**config.mk**
```make
export PLATFORM = sky130hd
export DESIGN_NAME = vrb_arbiter
export DESIGN_NICKNAME = d
export VERILOG_FILES = /design/src/rtl/vrb_pkg.sv /design/src/rtl/rr_arb2.sv /design/src/rtl/vrb_arbiter.sv
export SDC_FILE = /design/constraint.sdc
export NUM_CORES = 1
export LEC_CHECK = 0
export CELL_PAD_IN_SITES_DETAIL_PLACEMENT = 1
export CELL_PAD_IN_SITES_GLOBAL_PLACEMENT = 1
export CORE_MARGIN = 8
export CORE_UTILIZATION = 26
export CTS_CLUSTER_SIZE = 12
export DETAILED_ROUTE_END_ITERATION = 10
export GPL_TIMING_DRIVEN = 0
export PLACE_DENSITY_LB_ADDON = 0.1
export SETUP_SLACK_MARGIN = 0.1
export SLEW_MARGIN = 20
export SYNTH_ARGS = -nofsm -noshare
export SYNTH_HDL_FRONTEND = slang
export SYNTH_SLANG_ARGS = --single-unit
```
**constraint.sdc**
```tcl
create_clock -name clk -period 1.9 [get_ports clk]
set_input_delay 0.19 -clock clk [delete_from_list [all_inputs] [get_ports clk]]
set_output_delay 0.19 -clock clk [all_outputs]
set_load 0.02 [all_outputs]
```
**src/rtl/vrb_pkg.sv**
```systemverilog
// rtl/vrb_pkg.sv - shared types and constants for the VRB 2-master arbiter
// Contents: FSM state enum, master-id constants.
package vrb_pkg;

  typedef enum logic [1:0] {
    ST_IDLE = 2'd0,
    ST_CMD  = 2'd1,
    ST_RSP  = 2'd2
  } vrb_state_e;

  localparam logic M_LSU = 1'b0;  // execute-stage load/store master (m0)
  localparam logic M_IFU = 1'b1;  // instruction-fetch master (m1)

endpackage

```
**src/rtl/rr_arb2.sv**
```systemverilog
// rtl/rr_arb2.sv - 2-input fixed-priority / round-robin picker
// Ports:
//   i_req   in  2  request vector, bit X = master X
//   i_last  in  1  id of the master served last
//   i_fixed in  1  1: master 0 wins ties; 0: tie goes to the master that is not i_last
//   o_gnt   out 2  one-hot grant (zero when no request)
module rr_arb2 (
  input  logic [1:0] i_req,
  input  logic       i_last,
  input  logic       i_fixed,
  output logic [1:0] o_gnt
);

  always_comb begin
    o_gnt = i_req;
    if (i_req == 2'b11) begin
      o_gnt = (i_fixed || i_last) ? 2'b01 : 2'b10;
    end
  end

endmodule

```
**src/rtl/vrb_arbiter.sv**
```systemverilog
// rtl/vrb_arbiter.sv - VRB bus 2-master to 1-slave arbiter, one transaction in flight
// Ports:
//   clk, rst_n                      clock, async active-low reset
//   i_mX_cmd_valid/addr/read/wdata/wmask  master X request (held until its response)
//   o_mX_cmd_ready                  1-cycle pulse when the slave accepts master X's command
//   o_mX_rsp_valid/err/rdata        response to master X (zero unless X is granted and responding)
//   o_s_cmd_valid/addr/read/wdata/wmask   registered command to the slave
//   i_s_cmd_ready                   slave accepts command
//   i_s_rsp_valid/err/rdata         slave response
module vrb_arbiter
  import vrb_pkg::*;
#(
  parameter int AW         = 32,
  parameter int DW         = 32,
  parameter int PRIO_FIXED = 0,
  parameter int TIMEOUT    = 64
) (
  input  logic            clk,
  input  logic            rst_n,
  input  logic            i_m0_cmd_valid,
  input  logic [AW-1:0]   i_m0_cmd_addr,
  input  logic            i_m0_cmd_read,
  input  logic [DW-1:0]   i_m0_cmd_wdata,
  input  logic [DW/8-1:0] i_m0_cmd_wmask,
  output logic            o_m0_cmd_ready,
  output logic            o_m0_rsp_valid,
  output logic            o_m0_rsp_err,
  output logic [DW-1:0]   o_m0_rsp_rdata,
  input  logic            i_m1_cmd_valid,
  input  logic [AW-1:0]   i_m1_cmd_addr,
  input  logic            i_m1_cmd_read,
  input  logic [DW-1:0]   i_m1_cmd_wdata,
  input  logic [DW/8-1:0] i_m1_cmd_wmask,
  output logic            o_m1_cmd_ready,
  output logic            o_m1_rsp_valid,
  output logic            o_m1_rsp_err,
  output logic [DW-1:0]   o_m1_rsp_rdata,
  output logic            o_s_cmd_valid,
  input  logic            i_s_cmd_ready,
  output logic [AW-1:0]   o_s_cmd_addr,
  output logic            o_s_cmd_read,
  output logic [DW-1:0]   o_s_cmd_wdata,
  output logic [DW/8-1:0] o_s_cmd_wmask,
  input  logic            i_s_rsp_valid,
  input  logic            i_s_rsp_err,
  input  logic [DW-1:0]   i_s_rsp_rdata
);

  vrb_state_e      r_state;
  logic            r_grant;
  logic            r_rr_last;
  logic            r_s_cmd_valid;
  logic [AW-1:0]   r_s_cmd_addr;
  logic            r_s_cmd_read;
  logic [DW-1:0]   r_s_cmd_wdata;
  logic [DW/8-1:0] r_s_cmd_wmask;

  logic [1:0]      w_gnt;
  logic            w_timeout;
  logic            w_accept;
  logic            w_rsp_fire;
  logic            w_rsp_err;
  logic [DW-1:0]   w_rsp_rdata;

  rr_arb2 u_rr_arb2 (
    .i_req   ({i_m1_cmd_valid, i_m0_cmd_valid}),
    .i_last  (r_rr_last),
    .i_fixed (PRIO_FIXED != 0),
    .o_gnt   (w_gnt)
  );

  assign w_accept   = (r_state == ST_CMD) && i_s_cmd_ready;
  // A real slave response takes precedence over a watchdog expiry in the same cycle.
  assign w_rsp_fire = (r_state == ST_RSP) && (i_s_rsp_valid || w_timeout);
  assign w_rsp_err  = i_s_rsp_valid ? i_s_rsp_err : 1'b1;
  assign w_rsp_rdata = i_s_rsp_valid ? i_s_rsp_rdata : '0;

  always_ff @(posedge clk or negedge rst_n) begin
    if (!rst_n) begin
      r_state       <= ST_IDLE;
      r_grant       <= M_LSU;
      r_rr_last     <= M_IFU;
      r_s_cmd_valid <= 1'b0;
      r_s_cmd_addr  <= '0;
      r_s_cmd_read  <= 1'b0;
      r_s_cmd_wdata <= '0;
      r_s_cmd_wmask <= '0;
    end else begin
      case (r_state)
        ST_IDLE: begin
          if (|w_gnt) begin
            r_grant       <= w_gnt[1];
            r_s_cmd_valid <= 1'b1;
            r_s_cmd_addr  <= w_gnt[1] ? i_m1_cmd_addr  : i_m0_cmd_addr;
            r_s_cmd_read  <= w_gnt[1] ? i_m1_cmd_read  : i_m0_cmd_read;
            r_s_cmd_wdata <= w_gnt[1] ? i_m1_cmd_wdata : i_m0_cmd_wdata;
            r_s_cmd_wmask <= w_gnt[1] ? i_m1_cmd_wmask : i_m0_cmd_wmask;
            r_state       <= ST_CMD;
          end
        end
        ST_CMD: begin
          if (i_s_cmd_ready) begin
            r_s_cmd_valid <= 1'b0;
            r_state       <= ST_RSP;
          end
        end
        ST_RSP: begin
          if (w_rsp_fire) begin
            r_rr_last <= r_grant;
            r_state   <= ST_IDLE;
          end
        end
        default: r_state <= ST_IDLE;
      endcase
    end
  end

  // Watchdog: counts RSP cycles from the slave accept; fires on the TIMEOUT-th
  // cycle after the accept. Saturates instead of wrapping.
  if (TIMEOUT > 0) begin : g_wdog
    localparam int TW = $clog2(TIMEOUT + 1);
    localparam logic [TW-1:0] TO_MAX  = TW'(TIMEOUT);
    localparam logic [TW-1:0] TO_LAST = TW'(TIMEOUT - 1);
    logic [TW-1:0] r_timer;

    always_ff @(posedge clk or negedge rst_n) begin
      if (!rst_n) begin
        r_timer <= '0;
      end else if (w_accept) begin
        r_timer <= '0;
      end else if ((r_state == ST_RSP) && (r_timer != TO_MAX)) begin
        r_timer <= r_timer + 1'b1;
      end
    end

    assign w_timeout = (r_state == ST_RSP) && (r_timer >= TO_LAST);
  end else begin : g_no_wdog
    assign w_timeout = 1'b0;
  end

  assign o_s_cmd_valid = r_s_cmd_valid;
  assign o_s_cmd_addr  = r_s_cmd_addr;
  assign o_s_cmd_read  = r_s_cmd_read;
  assign o_s_cmd_wdata = r_s_cmd_wdata;
  assign o_s_cmd_wmask = r_s_cmd_wmask;

  assign o_m0_cmd_ready = w_accept && (r_grant == M_LSU);
  assign o_m1_cmd_ready = w_accept && (r_grant == M_IFU);

  assign o_m0_rsp_valid = w_rsp_fire && (r_grant == M_LSU);
  assign o_m0_rsp_err   = o_m0_rsp_valid && w_rsp_err;
  assign o_m0_rsp_rdata = {DW{o_m0_rsp_valid}} & w_rsp_rdata;
  assign o_m1_rsp_valid = w_rsp_fire && (r_grant == M_IFU);
  assign o_m1_rsp_err   = o_m1_rsp_valid && w_rsp_err;
  assign o_m1_rsp_rdata = {DW{o_m1_rsp_valid}} & w_rsp_rdata;

endmodule
```
==> metrics <==
area fraction of the dominant cell type after synthesis 44.16%; largest net degree at the start of global routing 51; GPL Wtd Cong 0.7376; most used cell, CP buf_6; post-synthesis cell count 370; port bufs 316; root buf cell clkbuf_16; Slew Limit Fails 0; Post-Syn Area 4533 sq um; CP required 1.71 ns; Slew headroom 67.79%; placed insts 912; top achievable clock speed 506.8 MHz; Startpoint Class flop; Post-Layout Cell Count 971; clock buffer depth 2; Ports 317; die area 21920 sq um; CTS buffer count 9; critical path cell sequence nand2b_4 -> nor3b_4 -> buf_6 -> buf_8 -> buf_6 -> and2_4 -> buf_6; Tot Pwr 12.34 mW; Buf/Inv on CP 4; FFs w/ async S/R, synth 100.0%; Vias 4387; post-route ant nets 0; Post-Syn Area per Cell 12.25 sq um; Synth area leaders dfrtp_1 44%, mux2_2 32%, and2_1 9.0%, mux2_4 3.3%, buf_2 1.3%; WL met1 6951 microns; share of cells above drive strength 1 49.33%; gr usage total 17.68%; vias per cell 4.518; wire length on met2 11290 microns; Final nets 920; Pwr Density 1319 nW/um^2; clock slew at reported path FFs 0.07 ns; TritonCTS sink count 81; DRT Wirelength 20350 microns; Die Width 148.0 microns; synthesis warning total 0; CP max stage delay 0.43 ns; H-tree Lvls 3; DR WL met3 1763 microns; Post-DP HPWL 15470 microns; critical path capture point type output pin; most numerous cell in the Yosys netlist mux2_2; syn_nets 549; max layer used met4; Starting DRT DRC Count 101; dpl ws -0.5222 ns; static leakage 4.027 nW; Setup Skew 0.01063 ns; Hold Path Class in -> async; row cnt 48; worst-margin pin slew 0.4782 ns; max cap viols 0; final setup vio count 21; Initial Util 26.39%; Tmin final 1.973 ns; post-synthesis cell type count 34; EDFF count, synth 0; Final WS setup -0.07332 ns; worst skew pair latency 0.34 ns; CORE AREA 17180 sq um; run status finished, violations left; post-synth top area cell dfrtp_1; Post-synth top flop dfrtp_1; total gr overflow 0; Area Overhead vs Synth 106.4%; Synth Register Bits 81; initial antenna violation count 0; RSZ-0062 raised after global routing true; kind of critical path reg -> out; vias in the first global route 5067; first-pass GRT wire length 29970 microns; Peak VDD IR 0.6425 mV; post-DR wirelength/cell 20.95 microns; failing checks setup timing; TritonCTS clock tree done; kind of cell adding the most delay to the critical path buffers and inverters; drt first pass iters 4; Arrival @ worst endpoint 1.78 ns; drt drc 0; n_diodes 0; top cells by count, synth 128 x mux2_2, 80 x dfrtp_1, 65 x and2_1, 12 x buf_2, 10 x mux2_4; Die Y 148.0 microns; post-synthesis sequential area ratio 44.74%; part of the cycle the worst path needs 103.9%; final hold violations 0; largest fanout on the critical path 8; Slowest-stage cell, CP dfrtp_2
worst reg2reg max path: stages (launching register included):
cell and delay, ns:
dfrtp_2 0.43, buf_6 0.13, buf_4 0.14, nor2_4 0.10
o21a_1 0.16, buf_6 0.16, buf_12 0.14, clkbuf_16 0.15
mux2_2 0.32
per-layer routing:
layer	vias up	GRT usage [%]
li1	2029	-
met1	2174	16.89
met2	160	33.79
met3	24	7.307
met4	0	4.946
met5	-	0
cell families after synthesis:
logic type / after synthesis / synth area share, %
AO/OA/AOI/OAI: 23 / 3.174
adder cells (fa/ha/maj): 2 / 0.5519
buffers and inverters: 28 / 3.229
flip-flops: 81 / 44.74
multiplexers: 140 / 35.55
AND/OR/NAND/NOR: 96 / 12.75
final timing paths:
kind / startpoint / endpoint / slack (ns) / cells after the start
worst max-delay path: r_state[0] / o_m0_rsp_rdata[24] / -0.07 / 7
worst min-delay path: rst_n / o_s_cmd_wdata[10] / 0.34 / 2
worst max register to register: r_state[0] / o_s_cmd_wdata[24] / 0.06 / 8
worst min register to register: o_s_cmd_addr[15] / o_s_cmd_addr[15] / 0.50 / 1
max in group asynchronous: rst_n / r_rr_last / 0.88 / 3
min in group clk: o_s_cmd_addr[15] / o_s_cmd_addr[15] / 0.50 / 1
per-stage QoR:
stage          instance area [sq um]  hold WS, ns  util (%)  TNS [ns]
2_1_floorplan                   4533      -0.1056         -         0
3_3_place_gp                    7978       0.4699     46.45   -252.50
3_5_place_dp                    8003       0.1708     46.59    -55.08
4_1_cts                         8990       0.3428     52.34    -1.338
5_1_grt                         9358       0.3746     54.48    -4.473
6_report                        9358       0.3420     54.48   -0.8214
where the power goes:
part / switching (mW) / internal (mW)
combinational: 3.14 / 4.22
sequential: 0.467 / 2.59
clock: 0.734 / 1.20
final cells by class:
class	instances	area, sq um
flip-flops and latches	81	2033
inverters	6	22.52
fillers	1768	7819
multi-input cells	261	2669
well taps	225	281.5
clock inverters	5	85.08
plain buffers	22	271.5
repair buffers	360	3752
clock buffers	11	242.7
cell usage in the layout, fill, tap and decap left out, drive strengths merged, types with 2 or more instances in the layout:
cell,instances
mux2,138
nor2,5
or3,4
clkdlybuf4s50,245
a21oi,7
mux2i,2
bufinv,2
and3,2
o21ai,8
nand3b,2
and2,65
nand2,8
nand2b,2
buf,129
inv,8
o211ai,2
clkbuf,16
dfrtp,80
o21a,2
ha,2
nor3b,2
state kept, by name (all words and copies together) (netlist names):
name	count
o_s_cmd_addr	32
o_s_cmd_wdata	32
g_wdog.r_timer	7
o_s_cmd_wmask	4
r_state	2
o_s_cmd_read	1
o_s_cmd_valid	1
r_grant	1
r_rr_last	1
timing repair:
action / CTS / global route
setup endpoints to repair: 139 / 98
setup buffers: 23 / 11
gates resized for setup: 528 / 59
hold buffers: 1 / 0
pin swaps: 47 / 5
cloned: 6 / 3
hold endpoints to repair: 31 / 0
(Power assumes the default switching activity.)
==> RTL edit: new RTL, config.mk and constraints unchanged <==
Encoding of `vrb_state_e`: now one-hot (3 bits for 3 states).
--- a/src/rtl/vrb_pkg.sv
+++ b/src/rtl/vrb_pkg.sv
@@ -4,6 +4,6 @@
 
-  typedef enum logic [1:0] {
-    ST_IDLE = 2'd0,
-    ST_CMD  = 2'd1,
-    ST_RSP  = 2'd2
+  typedef enum logic [2:0] {
+    ST_IDLE = 3'b001,
+    ST_CMD  = 3'b010,
+    ST_RSP  = 3'b100
   } vrb_state_e;
Check against the original RTL: same outputs for any inputs over 10 cycles, from zero or initial values and one cycle with rst_n low; not proved beyond that.
==> RTL edit against the original RTL <==
- the flow still finishes with violations (setup timing)
- maximum frequency increased by 3.7%
- synthesized cell count increased by 21%
- sequential share of layout area increased by 2.3 points
- sequential cell count increased by 1
- power decreased by 13%
- clock power decreased by 9%
- synthesized area decreased by 4.9%
- core utilization decreased by 2.2 points
- routed wire length increased by 1.3%
- non-clock buffer count decreased by 17
- setup slack improved by 70 ps
- cell area decreased by 8.3%
- cell count increased by 4.9%
- critical path type unchanged
- highest routed layer unchanged
==> RTL edit: results (changes against the original RTL) <==
| Metric | Value |
|---|---|
| CP max FO | `5 (-3)` |
| Largest net degree at the start of global routing | `54 (+5.9%)` |
| Avg Cell Area, Syn | `9.649 um2 (-21%)` |
| Register area share after synthesis | `0.4764 (+0.02894)` |
| Worst r2r dst | `o_s_cmd_addr[15]$_DFFE_PN0P_` |
| Top cells by count, synth | `81 x nor2_1, 80 x dfrtp_1, 71 x a21oi_1` |
| Vias in the first global route | `5127 (+1.2%)` |
| Detailed Route WL | `20620 um (+1.3%)` |
| Data arrival, critical path | `1710 ps (-70 ps)` |
| Worst vdd ir | `0.5384 mV (-16%)` |
| Status | `finished with violations` |
| First-pass GRT wire length | `29820 um (-0.51%)` |
| R2R setup slack | `180 ps (+120 ps)` |
| Worst Reg2Reg Path Length in Cells | `7 (-1)` |
| Final Non-Filler Cells | `1019 (+4.9%)` |
| Pleak | `3.748 nW (-6.9%)` |
| Place WS | `-515.3 ps (+6.863 ps)` |
| Setup crit start | `g_wdog.r_timer[1]$_DFFE_PN0P_` |
| Final setup vio count | `1 (-95%)` |
| Sequential power share | `0.295 (+0.047)` |
| Reg2reg start | `r_state[1]$_DFFE_PN0P_` |
| Hold WS | `337.0 ps (-4.993 ps)` |
| Overall routing resource usage | `0.1867 (+0.009930)` |
| Synth cell types | `31 (-8.8%)` |
| Violated checks | `setup timing` |
| Setup WS post-layout | `-3.774 ps (+69.55 ps)` |
[RTL edit: cell count changes after synthesis, sizes merged, moves of 3 or more]
cell / delta
clkbuf: -5
buf: +12
mux2: -137
nand3: +3
a21oi: +64
nand2: -3
mux2i: +67
nor2: +76
or3: -4
nand4: +3
[RTL edit: final cells by class]
cell class,count,area share
plain buffers,28,0.02844
clock buffers,11,0.02829
clock inverters,5,0.006271
inverters,6,0.002625
multi-input cells,330,0.2628
flip-flops and latches,82,0.2402
well taps,220,0.03208
repair buffers,337,0.3993
[RTL edit: cells by family after synthesis]
group,synth area share
xor+xnor,0.004062
buf+inv,0.04236
mux,0.1627
flops,0.4764
compound gates,0.1042
fa+ha+maj,0.005801
simple gates,0.2045
[RTL edit: layer usage]
layer | share of wire | GRT usage
met5 | 0 | 0
met2 | 0.53 | 0.3466
met3 | 0.11 | 0.06693
met4 | 0.0068 | 0.04272
met1 | 0.36 | 0.1965
